**config.mk**
```make
export PLATFORM = sky130hd
export DESIGN_NAME = cla_seq_add_ctrl
export DESIGN_NICKNAME = d
export VERILOG_FILES = /design/src/rtl/cla_seq_add_ctrl_pkg.sv /design/src/rtl/cla_seq_add_ctrl_cla2_slice.sv /design/src/rtl/cla_seq_add_ctrl.sv
export SDC_FILE = /design/constraint.sdc
export NUM_CORES = 1
export LEC_CHECK = 0
export ABC_AREA = 1
export CAP_MARGIN = 20
export CORE_ASPECT_RATIO = 1.2
export CORE_MARGIN = 8
export CORE_UTILIZATION = 46
export DETAILED_ROUTE_END_ITERATION = 10
export HOLD_SLACK_MARGIN = 0.02
export PLACE_DENSITY = 0.75
export SLEW_MARGIN = 10
export SYNTH_ARGS = -nofsm -noshare
export SYNTH_HDL_FRONTEND = slang
export SYNTH_SLANG_ARGS = --single-unit
```
**constraint.sdc**
```tcl
create_clock -name clk -period 1.3 [get_ports clk]
set_clock_uncertainty 0.05 [all_clocks]
set_input_delay 0.26 -clock clk [delete_from_list [all_inputs] [get_ports clk]]
set_output_delay 0.26 -clock clk [all_outputs]
set_load 0.02 [all_outputs]
```
**src/rtl/cla_seq_add_ctrl_pkg.sv**
```systemverilog
// Shared definitions for the sequential 2-bit-slice carry-lookahead adder.
// State encodings, slice width and the step-counter sizing helper.
package cla_seq_add_ctrl_pkg;

  localparam int SLICE_W = 2;

  typedef enum logic [1:0] {
    ST_IDLE = 2'b00,
    ST_RUN  = 2'b01,
    ST_DONE = 2'b10
  } state_t;

  // A single-step adder still needs a 1-bit counter so the compare is legal.
  function automatic int cnt_width(input int nstep);
    return (nstep > 1) ? $clog2(nstep) : 1;
  endfunction

endpackage

```
**src/rtl/cla_seq_add_ctrl_cla2_slice.sv**
```systemverilog
// Combinational 2-bit carry-lookahead slice in generate/propagate form.
// Exposes the internal carry c1 so the sequencer can derive signed overflow.
module cla2_slice (
  input  logic [1:0] a,
  input  logic [1:0] b,
  input  logic       cin,
  output logic [1:0] sum,
  output logic       c1,
  output logic       cout
);

  logic [1:0] g;
  logic [1:0] p;

  assign g    = a & b;
  assign p    = a ^ b;
  assign c1   = g[0] | (p[0] & cin);
  assign cout = g[1] | (p[1] & g[0]) | (p[1] & p[0] & cin);
  assign sum  = p ^ {c1, cin};

endmodule

```
**src/rtl/cla_seq_add_ctrl.sv**
```systemverilog
// Sequencer that adds two WIDTH-bit operands two bits per clock through one
// shared cla2_slice, with a START/BUSY/DONE handshake.
//
// Handshake: start is sampled on every rising edge but only accepted in IDLE
// or DONE; busy is high for the WIDTH/2 RUN cycles, done pulses for one cycle
// when sum/cout/ovf become valid, and those results hold until the next result.
module cla_seq_add_ctrl
  import cla_seq_add_ctrl_pkg::*;
#(
  parameter int WIDTH = 8
) (
  input  logic             clk,
  input  logic             rst_n,
  input  logic             start,
  input  logic [WIDTH-1:0] a,
  input  logic [WIDTH-1:0] b,
  input  logic             cin,
  output logic             busy,
  output logic             done,
  output logic [WIDTH-1:0] sum,
  output logic             cout,
  output logic             ovf,
  output state_t           fsm_state
);

  localparam int NSTEP = WIDTH / SLICE_W;
  localparam int CW    = cnt_width(NSTEP);

  state_t           state;
  state_t           state_next;
  logic [WIDTH-1:0] op_a;
  logic [WIDTH-1:0] op_b;
  logic [WIDTH-1:0] res;
  logic [WIDTH-1:0] res_next;
  logic             carry;
  logic [CW-1:0]    cnt;
  logic [1:0]       s;
  logic             c1;
  logic             c2;
  logic             accept;
  logic             last_step;

  cla2_slice u_slice (
    .a    (op_a[1:0]),
    .b    (op_b[1:0]),
    .cin  (carry),
    .sum  (s),
    .c1   (c1),
    .cout (c2)
  );

  assign accept    = start && ((state == ST_IDLE) || (state == ST_DONE));
  assign last_step = (state == ST_RUN) && (cnt == CW'(NSTEP - 1));
  // Concatenate-then-shift keeps WIDTH=2 legal: the result is just s.
  assign res_next  = WIDTH'({s, res} >> SLICE_W);

  always_comb begin
    state_next = state;
    case (state)
      ST_IDLE: if (start) state_next = ST_RUN;
      ST_RUN:  if (last_step) state_next = ST_DONE;
      ST_DONE: state_next = start ? ST_RUN : ST_IDLE;
      default: state_next = ST_IDLE;
    endcase
  end

  always_ff @(posedge clk or negedge rst_n) begin
    if (!rst_n) begin
      state <= ST_IDLE;
      op_a  <= '0;
      op_b  <= '0;
      res   <= '0;
      carry <= 1'b0;
      cnt   <= '0;
      sum   <= '0;
      cout  <= 1'b0;
      ovf   <= 1'b0;
    end else begin
      state <= state_next;
      if (accept) begin
        op_a  <= a;
        op_b  <= b;
        carry <= cin;
        cnt   <= '0;
      end else if (state == ST_RUN) begin
        op_a  <= op_a >> SLICE_W;
        op_b  <= op_b >> SLICE_W;
        res   <= res_next;
        carry <= c2;
        cnt   <= cnt + 1'b1;
        if (last_step) begin
          sum  <= res_next;
          cout <= c2;
          ovf  <= c1 ^ c2;
        end
      end
    end
  end

  assign busy      = (state == ST_RUN);
  assign done      = (state == ST_DONE);
  assign fsm_state = state;

endmodule

```
==> After elaboration in Yosys (flattened, before gate mapping) <==
Index checks and enable logic that the tools add are counted.
{ "totals": {"register_bits": 39, "latchBits": 0, "ramBits": 0, "rom_bits": 0, "output_inout_bits": 14, "elab_cells": 47, "n_memories": 0} }
{ "classes": {"n_addsub": 1, "n_mul": 0, "div_mod_pow": 0, "n_lt_le_gt_ge": 0, "n_eq_ne": 5, "shift": 0, "muxes": 12, "bitwise_logic": 12, "reduce_logical": 8} }
{ "ops": {"columns": ["op", "count"], "rows": [
  ["$mux W8", 4],
  ["$mux W2", 4],
  ["$pmux W2 S3", 1],
  ["$and A1 B1 Y1", 4],
  ["$eq A2 B2 Y1 const B", 2],
  ["$reduce_and A2 Y1", 2],
  ["$xor A2 B2 Y2", 2],
  ["$mux W1", 3],
  ["$or A1 B1 Y1", 3],
  ["$reduce_and A3 Y1", 1],
  ["$add A2 B1 Y2 const B", 1],
  ["$and A2 B2 Y2", 1],
  ["$eq A2 B1 Y1 const B", 1],
  ["$logic_and A1 B1 Y1", 2],
  ["$logic_not A2 Y1", 1],
  ["$ne A2 B1 Y1 const B", 1],
  ["$ne A2 B2 Y1 const B", 1],
  ["$reduce_bool A2 Y1", 1],
  ["$logic_or A1 B1 Y1", 1],
  ["$not A1 Y1", 1],
  ["$xor A1 B1 Y1", 1]
]} }

==> Depth between registers and ports, before layout <==
Gate-level depths: netlist (run 1).
{ "depth": {"ltp_word": 6, "mapped_depth": 7, "depth_no_buf": 7} }

==> Modules after synthesis <==
A second synthesis (run 1) with hierarchy kept.
{ "hier_totals": {"cells_unflattened": 202, "area_unflattened_um2": 1702.9} }
{ "by_module_without_submodules": {"columns": ["mod", "instances", "cells_per_inst", "area_per_inst_um2"], "rows": [
  ["cla_seq_add_ctrl", 1, 194, 1631.6],
  ["cla2_slice", 1, 8, 71.3]
]} }

==> Worst setup path before layout (run 1) <==
No wires, ideal clock.
{ "synth_path": {"path_kind": "flip-flop to flip-flop", "startpoint": "register op_a[0]", "endpoint": "register res[7]", "setup_ps": 127, "arrival_ps": 1116, "path_slack_ps": 8, "stages_incl_launch_ff": 6, "synth_period_minus_slack_ps": 1292, "path_cell_list": "dfrtp_1 -> inv_1 -> fa_1 -> xnor2_1 -> nand2_1 -> o21ai_0"} }
{ "synth_via": {"elab_chain_cells": 4, "word_cells_on_any_way": 5} }
{ "synth_rtl": {"columns": ["element", "line_no", "source"], "rows": [
  ["start, declared", "cla_seq_add_ctrl.sv:31", "logic [WIDTH-1:0] op_a;"],
  ["start signal, assigned", "cla_seq_add_ctrl.sv:86", "op_a <= op_a >> SLICE_W;"],
  ["$xor A2 B2 Y2", "cla_seq_add_ctrl_cla2_slice.sv:16", "assign p = a ^ b;"],
  ["$and A1 B1 Y1", "cla_seq_add_ctrl_cla2_slice.sv:17", "assign c1 = g[0] | (p[0] & cin);"],
  ["$or A1 B1 Y1 *", "cla_seq_add_ctrl_cla2_slice.sv:17", null],
  ["$xor A2 B2 Y2 *", "cla_seq_add_ctrl_cla2_slice.sv:19", "assign sum = p ^ {c1, cin};"],
  ["end signal, assigned", "cla_seq_add_ctrl.sv:88", "res <= res_next;"],
  ["end, declared", "cla_seq_add_ctrl.sv:33", "logic [WIDTH-1:0] res;"]
]} }
Mark *: on every way between the ends. The rest lies on a longest branch, timed or not.
A chain may end at the register's enable or synchronous reset.

==> Final worst setup path (run 1) <==
{ "layout_path": {"startpoint": "register state[1], in the netlist fsm_state[1]", "endpoint": "output port busy"} }
{ "layout_via": {"elab_chain_cells": 1} }
{ "layout_rtl": {"columns": ["element", "line_no", "source"], "rows": [
  ["start, declared", "cla_seq_add_ctrl.sv:29", "state_t state;"],
  ["start signal, assigned", "cla_seq_add_ctrl.sv:79", "state <= state_next;"],
  ["$eq A2 B1 Y1", "cla_seq_add_ctrl.sv:100", "assign busy = (state == ST_RUN);"],
  ["end, declared", "cla_seq_add_ctrl.sv:18", "output logic busy,"]
]} }
No other way between the ends.

==> results of run 1 <==
[cell families after synthesis]
group	after synthesis
XOR/XNOR	1
AO/OA/AOI/OAI	35
buffers and inverters	29
flip-flops	37
adder cells (fa/ha/maj)	4
AND/OR/NAND/NOR	76
[cells in the final DEF, fill, tap and decap left out, types with 3 or more instances in the layout]
master	instances
sky130_fd_sc_hd__nand2_1	54
sky130_fd_sc_hd__dfrtp_1	36
sky130_fd_sc_hd__clkdlybuf4s50_1	19
sky130_fd_sc_hd__buf_4	18
sky130_fd_sc_hd__inv_1	16
sky130_fd_sc_hd__o21ai_0	13
sky130_fd_sc_hd__o21ai_2	10
sky130_fd_sc_hd__nand3_1	7
sky130_fd_sc_hd__clkbuf_2	7
sky130_fd_sc_hd__nor2_1	6
sky130_fd_sc_hd__buf_6	6
sky130_fd_sc_hd__inv_2	5
sky130_fd_sc_hd__clkbuf_8	5
sky130_fd_sc_hd__o21ai_1	4
sky130_fd_sc_hd__nand2_4	3
sky130_fd_sc_hd__inv_4	3
sky130_fd_sc_hd__o211ai_2	3
sky130_fd_sc_hd__clkbuf_1	3
sky130_fd_sc_hd__clkdlybuf4s15_1	3
[registers in the layout, summed over array words and instances, names as in the netlist]
signal	flops
fsm_state	2
op_b	8
sum	8
ovf	1
res	6
cnt	2
cout	1
op_a	8
carry	1
[layout make-up]
| cell class | instances | share of cell area, % |
|---|---|---|
| Sequential cell | 37 | 39.2 |
| Timing Repair Buffer | 54 | 20.2 |
| Tap cell | 39 | 2.06 |
| Inverter | 24 | 4.13 |
| Multi-Input combinational cell | 117 | 31.0 |
| Clock buffer | 8 | 3.39 |
[layer usage]
metal	up-vias	wire (um)	GRT usage, %
met5	-	0	0
met4	0	44	3.91
met3	6	132	5.05
met2	32	1700	19.4
met1	646	1740	15.9
li1	689	-	-
[stage by stage]
| stage | total power (uW) | setup slack (ns) | hold WS [ns] |
|---|---|---|---|
| after CTS | 6040 | -0.0198 | 0.301 |
| after detailed placement | 5270 | -0.195 | 0.406 |
| after global placement | 5190 | -0.197 | 0.399 |
| after global routing | 6860 | -0.0647 | 0.295 |
| final | 6320 | -0.00420 | 0.295 |
| after floorplan | 4050 | 0.00767 | -0.0856 |
[critical path, stage by stage (launching register included)]
cell                      delay (ns)
sky130_fd_sc_hd__dfrtp_1        0.39
sky130_fd_sc_hd__inv_2          0.09
sky130_fd_sc_hd__nand2_4        0.06
sky130_fd_sc_hd__inv_4          0.06
sky130_fd_sc_hd__buf_6          0.11
[what timing repair did]
action / 4_1_cts / 5_1_grt
setup endpoints to repair: 27 / 39
resized for setup: 43 / 32
pin swaps: 0 / 4
gates cloned: 0 / 1
[worst max-delay path by stage]
| stage | endpoint | slack (ns) | cells past startpoint |
|---|---|---|---|
| 2_1_floorplan | res[7]$_DFFE_PN0P_ | 0.008 | 5 |
| 3_3_place_gp | busy | -0.20 | 4 |
| 3_5_place_dp | busy | -0.20 | 4 |
| 4_1_cts | op_a[3]$_DFFE_PN0P_ | -0.02 | 5 |
| 5_1_grt | res[7]$_DFFE_PN0P_ | -0.06 | 5 |
| 6_report | busy | -0.004 | 4 |
[power breakdown]
part / switching, uW / internal, uW
Combinational: 1980 / 1600
Clock: 369 / 380
Sequential: 292 / 1700
Total: 2640 / 3680
==> results by stage, run 1 <==
Outcome:
- The run finished, with violations left.
- The final reports fail on setup timing.

Die:
- The initialized floorplan defines 24 standard-cell rows.
- The die outline area is 0.00594 mm^2.
- The die height is roughly 83 um.
- The core outline area is between 0.003 and 0.004 mm^2.
- The initial cell density of the core is 47.6%.
- The horizontal extent of the die is between 70 and 80 um.
- During I/O placement, the number of pins put on the boundary was 34.

Final layout:
- In the final design database the tool counted approximately 260 nets.
- The core utilization of the finished layout is 65.6%.
- The area overhead of the layout relative to synthesis is 37.9%.
- 0 antenna diodes ended up in the layout.
- Fill cells in the final layout number a little over 300.
- Cells with a size suffix above 1 make up approximately 32% of the layout.
- The final design area excluding fillers is 0.00236 mm^2.
- The sequential standard cell area is roughly 930 um^2.
- The multi-input combinational cells in the finished layout cover a total of 732 um^2.
- The finished layout holds around 280 standard cells, fillers aside.

Drt:
- The total number of vias is between 1000 and 1500.
- The post-detailed-route count of antenna-violating nets is 0.
- The DRC violations left is 0.
- The via count normalized by instance count is 4.92.
- The violation count after the first detailed-routing iteration is 35.
- The first detailed-routing pass ran for 4 iterations.
- The average routed wire per standard cell is 13.0 um.
- The overall routed net length is 3.61 mm.

Clock tree:
- After clock tree synthesis, the clock-pin slew on the worst setup and hold paths is around 0.070 ns.
- Counting every sink on the clock net gives 37.
- The cts-stage hold buffer count is 0.
- The clock root buffer master is sky130_fd_sc_hd__clkbuf_8.
- The number of CTS-inserted buffers is 5.
- In this run the post-CTS setup repair buffer count came out at 0.
- The longest clock path from root to sink contains 2 buffers.
- TritonCTS built the clock tree.
- The latest clock arrival within the worst-skew pair is 0.28 ns.
- The H-tree depth is 2.

Power and ir drop:
- VDD sags by at most 1.50 mV.
- The ratio of total power to cell area is between 2000 and 3000 mW/mm^2.
- The leakage dissipation is ~0.0012 uW.

Setup path:
- Along the worst path, the maximum fanout reaches 3.
- The critical path starts at fsm_state[1]$_DFFE_PN0P_.
- The startpoint-to-endpoint class of the critical path is reg -> out.
- The type of element capturing the critical path is a primary output.
- The required time at the worst-slack endpoint is 0.99 ns.
- For the worst flop-to-flop path, the logic depth is 5.
- Data arrives at the worst endpoint at 0.99 ns.
- The worst setup path is launched from a register.
- Setup slack on the worst reg-to-reg path comes out at ~0.020 ns.
- The startpoint identified for the worst register-to-register timing path is carry$_DFFE_PN0P_.
- The worst register-to-register path ends at res[7]$_DFFE_PN0P_.

Place:
- Once detailed placement completed, the half-perimeter wirelength came to 2.54 mm.
- After detailed placement, the total cell area comes to 0.00222 mm^2.
- The number of placed instances with taps included is between 200 and 300.
- The congestion estimate from routability-driven global placement came to 0.841.
- The count of buffers added on input and output ports is 33.

Synth:
- By area the synthesized netlist is led by sky130_fd_sc_hd__dfrtp_1 54%, sky130_fd_sc_hd__nand2_1 12%, sky130_fd_sc_hd__o21ai_2 5.1%, sky130_fd_sc_hd__o21ai_0 5.0%, sky130_fd_sc_hd__inv_1 4.2%.
- The cell area after synthesis is 0.00171 mm^2.
- Measured against the total synthesized area, the mux share comes to 0%.
- When the netlist entered floorplanning its net count stood at 206.
- After Yosys synthesis, and, or, nand and nor cells account for 19.5% of the synthesized area.
- The number of synthesized flops with an enable pin is 0.
- After synthesis the netlist holds a flip-flop and latch count of 37.
- By area, the combinational part of the netlist is dominated by simple AND/OR/NAND/NOR gates.
- sky130_fd_sc_hd__dfrtp_1 takes more of the synthesized area than any other cell.
- For this run, the leading register cell type out of synthesis is sky130_fd_sc_hd__dfrtp_1.
- The share of the synthesized area in compound gates (AO/OA/AOI/OAI) is 14.5%.
- The share of async-settable or async-resettable flops after synthesis is 100%.
- In the post-synthesis netlist, the cell with the most instances is sky130_fd_sc_hd__nand2_1.
- After synthesis, the netlist uses 24 different library cells.
- Yosys printed 0 warnings.
- Ranked by instance count, the synthesized netlist is headed by 54 x sky130_fd_sc_hd__nand2_1, 37 x sky130_fd_sc_hd__dfrtp_1, 19 x sky130_fd_sc_hd__inv_1.
- The fraction of the yosys area taken by sequential cells is 54.0%.
- Summing the areas of all fa, ha and maj instances in the mapped netlist gives 3.36% of the synthesized area.
- Of the post-synthesis cell area, the dominant cell type holds around 54%.
- Averaged over all synthesized cells, the footprint is ~9.4 um^2.
- Counting every instance in the synthesized netlist gives 182.
- The synthesized netlist devotes 0.511% of its cell area to XOR and XNOR gates.

Global routing:
- The first global-routing pass estimated 6.07 mm of wire.
- The largest net degree at the start of global routing is 38.
- The initial antenna violation count is 0.
- The aggregate global-route resource usage is 12.7%.
- The global-route congestion overflow total is 0.
- The number of global-route vias before repair is 1326.

STA:
- The number of failing hold endpoints at the final stage was 0.
- Across all setup checks in the final design, the least slack found is -0.00420 ns.
- The time the worst path needs with I/O delays and setup is 1.30 ns.
- In this run the tightest slew margin relative to its limit is 87.4%.
- Setup repair after global routing could not meet its margin everywhere.
- The count of final setup violators is 1.
- The count of final max-slew check failures is 0.
- The transition time at the pin with the least slew margin is ~0.19 ns.
- The worst path uses 100% of the clock period.
- Static timing analysis puts the maximum clock frequency at between 0.7 and 0.8 GHz.
- The setup TNS is -0.00420 ns.

Run:
- The number of maximum-capacitance constraint violations is 0.

Worst hold path:
- The type of the tightest min-delay check is in -> async.
(Power assumes the default switching activity.)
==> run 2: changes to the inputs <==
--- a/config.mk
+++ b/config.mk
@@ -8,9 +8,9 @@
 export ABC_AREA = 1
 export CAP_MARGIN = 20
 export CORE_ASPECT_RATIO = 1.2
-export CORE_MARGIN = 8
 export CORE_UTILIZATION = 46
 export DETAILED_ROUTE_END_ITERATION = 10
+export GPL_ROUTABILITY_DRIVEN = 0
 export HOLD_SLACK_MARGIN = 0.02
 export PLACE_DENSITY = 0.75
 export SLEW_MARGIN = 10
==> constraint.sdc (replaced) <==
create_clock -name clk -period 1.3 [get_ports clk]
set_clock_uncertainty 0.05 [all_clocks]
set_input_delay 0.39 -clock clk [delete_from_list [all_inputs] [get_ports clk]]
set_output_delay 0.39 -clock clk [all_outputs]
set_load 0.02 [all_outputs]
==> run 2 against run 1 <==
Compared with the run above:
- the run ends with DRC, setup timing left
- highest routed layer unchanged
- largest cell class unchanged
- sequential cell count did not move
- setup slack got worse by 0.14 ns
- critical endpoint is now fsm_state[0]
- non-clock buffer count rose by 5
- routed wire length fell by 0.80%
- maximum frequency fell by 9.6%
==> results by stage, run 2 (synthesis results as in run 1) <==
STA:
- The smallest setup slack after layout is -0.143 ns.
- The final clock period utilization by the worst path is 111%.
- Adding up every negative setup slack in the final design gives -0.582 ns.
- The transition time at the pin with the least slew margin is about 0.25 ns.
- Setup repair after global routing could not meet its margin everywhere.
- The smallest clock period supported by the final layout is computed as 1.44 ns.
- Setup violations remaining at the end of the flow were counted as 7.
- The relative slew slack is between 80% and 90%.
- Based on the critical path, the design can be clocked at up to about 0.7 GHz.
- The number of failing hold endpoints at the final stage is 0.
- The count of final max-slew check failures is 0.

Place:
- The detailed-placement wirelength estimate is ~2.3 mm.
- The number of buffers inserted by port buffering is 33.
- The instance area after placement is 0.00223 mm^2.
- Prior to clock tree synthesis, the placed netlist has a worst setup slack of -0.310 ns.
- The number of placed instances with taps included is 270.

Outcome:
- The flow ran to the end, but the final reports show violations.
- The final reports fail on DRC, setup timing.

Setup path:
- The beginning of the worst register-to-register path is fsm_state[0]$_DFFE_PN0P_.
- The end of the worst register-to-register path is op_b[3]$_DFFE_PN0P_.
- The endpoint arrival time on the critical path is 1.00 ns.
- The startpoint-to-endpoint class of the critical path is reg -> out.
- The largest fanout of any net on the critical path is 4.
- The capture point of the worst path is fsm_state[0].
- The type of element capturing the critical path is a primary output.
- For the worst setup path, the data required time is 0.86 ns.
- The worst register-to-register path has a setup slack of -0.04 ns.
- The length in cells of the worst reg-to-reg path is 6.
- The worst setup path is launched from a register.
- In this run the worst setup path begins at fsm_state[0]$_DFFE_PN0P_.

Power and ir drop:
- In this run, the combinational gates consume between 50% and 60% of the power.
- After layout, the design draws a total of 6470 uW.
- Of the total power, the clock network draws roughly 12%.
- The ratio of total power to cell area is 2710 mW/mm^2.
- For this design the total switching power over the nets is 2680 uW.
- In this run switching power makes up 41.4% of total power.
- The leakage dissipation is roughly 0.0012 uW.
- The part of the power in registers is 30.8%.
- The largest voltage drop on the vdd net is 1.46 mV.
- The cell-internal power is 3790 uW.

Drt:
- The total number of vias is 1363.
- The post-detailed-route count of antenna-violating nets is 0.
- After detailed routing, the number of vias per cell comes to 4.87.
- The number of detailed-route iterations in the first pass is 8.
- The DRC violations left is 2.
- After detailed routing, the average wire length per cell comes to about 13 um.
- The overall routed net length is around 3.6 mm.
- The violation count after the first detailed-routing iteration is 57.

Worst hold path:
- The tightest min-delay check is of the in -> async type.

Final layout:
- After routing the design area is between 0.002 and 0.0025 mm^2.
- In the final layout, the registers with the most flip-flops are op_a x8, op_b x8, sum x8.
- The area overhead of the layout relative to synthesis is 39.1%.
- The sequential standard cell area is 928 um^2.
- The final layout net count is 267.
- The library cells used most frequently in the layout, excluding fill and tap cells, are 54 x sky130_fd_sc_hd__nand2_1, 35 x sky130_fd_sc_hd__dfrtp_1, 23 x sky130_fd_sc_hd__buf_4.
- The filler cell count is approximately 280.
- The non-filler instance count after layout is 280.
- Of the cells placed in the final design, the portion with a size suffix greater than 1 is 35.0%.
- The multi-input combinational cells in the finished layout cover a total of 721 um^2.
- The antenna cell count is 0.
- The commonest non-fill, non-tap cell in the layout is sky130_fd_sc_hd__nand2_1.

Global routing:
- The aggregate global-route resource usage is 19.5%.
- The number of global-route vias before repair came to 1243.
- The first global-routing pass estimated 5.66 mm of wire.
- After global routing the overflow that remains totals 0.
- The initial antenna violation count came to 0.
- Entering global routing, the biggest net connects 38 pins.

Clock tree:
- The clock input transition at the sequential cells of the worst setup and hold paths is 0.07 ns.
- The number of clock sinks is 37.
- In this run, CTS created clock tree buffers numbering 5.
- The TritonCTS clock tree is built.
- The latest clock arrival within the worst-skew pair is 0.29 ns.
- The H-tree was split into 2 levels.
- The buffer levels on the longest clock path is 2.
- The tree is rooted in a sky130_fd_sc_hd__clkbuf_8.

Run:
- The number of maximum-capacitance constraint violations is 0.

Die:
- From bottom edge to top edge, the die measures 68.9 um.
- The die outline area is 0.00398 mm^2.
- Pin placement for this block handled 34 I/O pins.
- The floorplan step defined a core boundary enclosing 0.00345 mm^2.
- For this configuration, the core starts out at a cell density of 49.6%.
- In this run the core area contains 23 standard-cell rows.
- The horizontal extent of the die is 57.7 um.
==> run 2: changes by cell type in the layout (fill, tap and decap cells not counted), sizes merged <==
cell,previous run,this run
nand2,60,59
clkbuf,15,7
clkdlybuf4s15,3,0
buf,25,40
==> run 2: critical path, stage by stage, from the launching register on <==
cell                      delay (ns)
sky130_fd_sc_hd__dfrtp_2        0.44
sky130_fd_sc_hd__buf_4          0.15
sky130_fd_sc_hd__buf_6          0.12
==> run 2: metal layers <==
metal  vias up  share of wire [%]  track usage, %
met1       629                 45            24.4
li1        699                  -               -
met5         -                  0               0
met3         2                4.5            6.34
met2        33                 49            33.1
met4         0               0.81            4.46
==> run 2: layout make-up <==
class / count / share of cell area, %
repair buffers: 59 / 21.0
multi-input cells: 116 / 30.2
clock buffers: 7 / 3.62
flip-flops and latches: 37 / 38.9
inverters: 24 / 4.30
well taps: 37 / 1.94
==> run 2: worst min-delay path by stage <==
stage	startpoint	slack (ns)	end
global placement	res[3]$_DFFE_PN0P_	0.40	sum[1]$_DFFE_PN0P_
CTS	res[3]$_DFFE_PN0P_	0.42	sum[1]$_DFFE_PN0P_
finish	rst_n	0.42	sum[4]$_DFFE_PN0P_
floorplan	rst_n	0.04	carry$_DFFE_PN0P_
detailed placement	res[3]$_DFFE_PN0P_	0.40	sum[1]$_DFFE_PN0P_
global route	rst_n	0.44	res[4]$_DFFE_PN0P_
==> run 2: power groups by stage <==
stage	clock, uW	sequential (uW)	combinational, uW
floorplan	0	2150	1930
global placement	0	1960	3250
detailed placement	0	1990	3320
CTS	816	1980	3520
global route	862	2040	4070
finish	798	1990	3680
==> run 2: per-stage QoR <==
| step | hold WS (ns) | util (%) |
|---|---|---|
| finish | 0.419 | 69.1 |
| global route | 0.441 | 69.1 |
| CTS | 0.420 | 67.6 |
| detailed placement | 0.403 | 64.6 |
| global placement | 0.402 | 64.6 |
| floorplan | 0.0444 | - |
==> run 2: what timing repair did <==
| action | CTS | global route |
|---|---|---|
| hold buffers | 0 | 0 |
| endpoints found under the setup margin | 19 | 34 |
| buffers inserted | 2 | 2 |
| pin swaps | 3 | 1 |
| gates resized for setup | 73 | 19 |
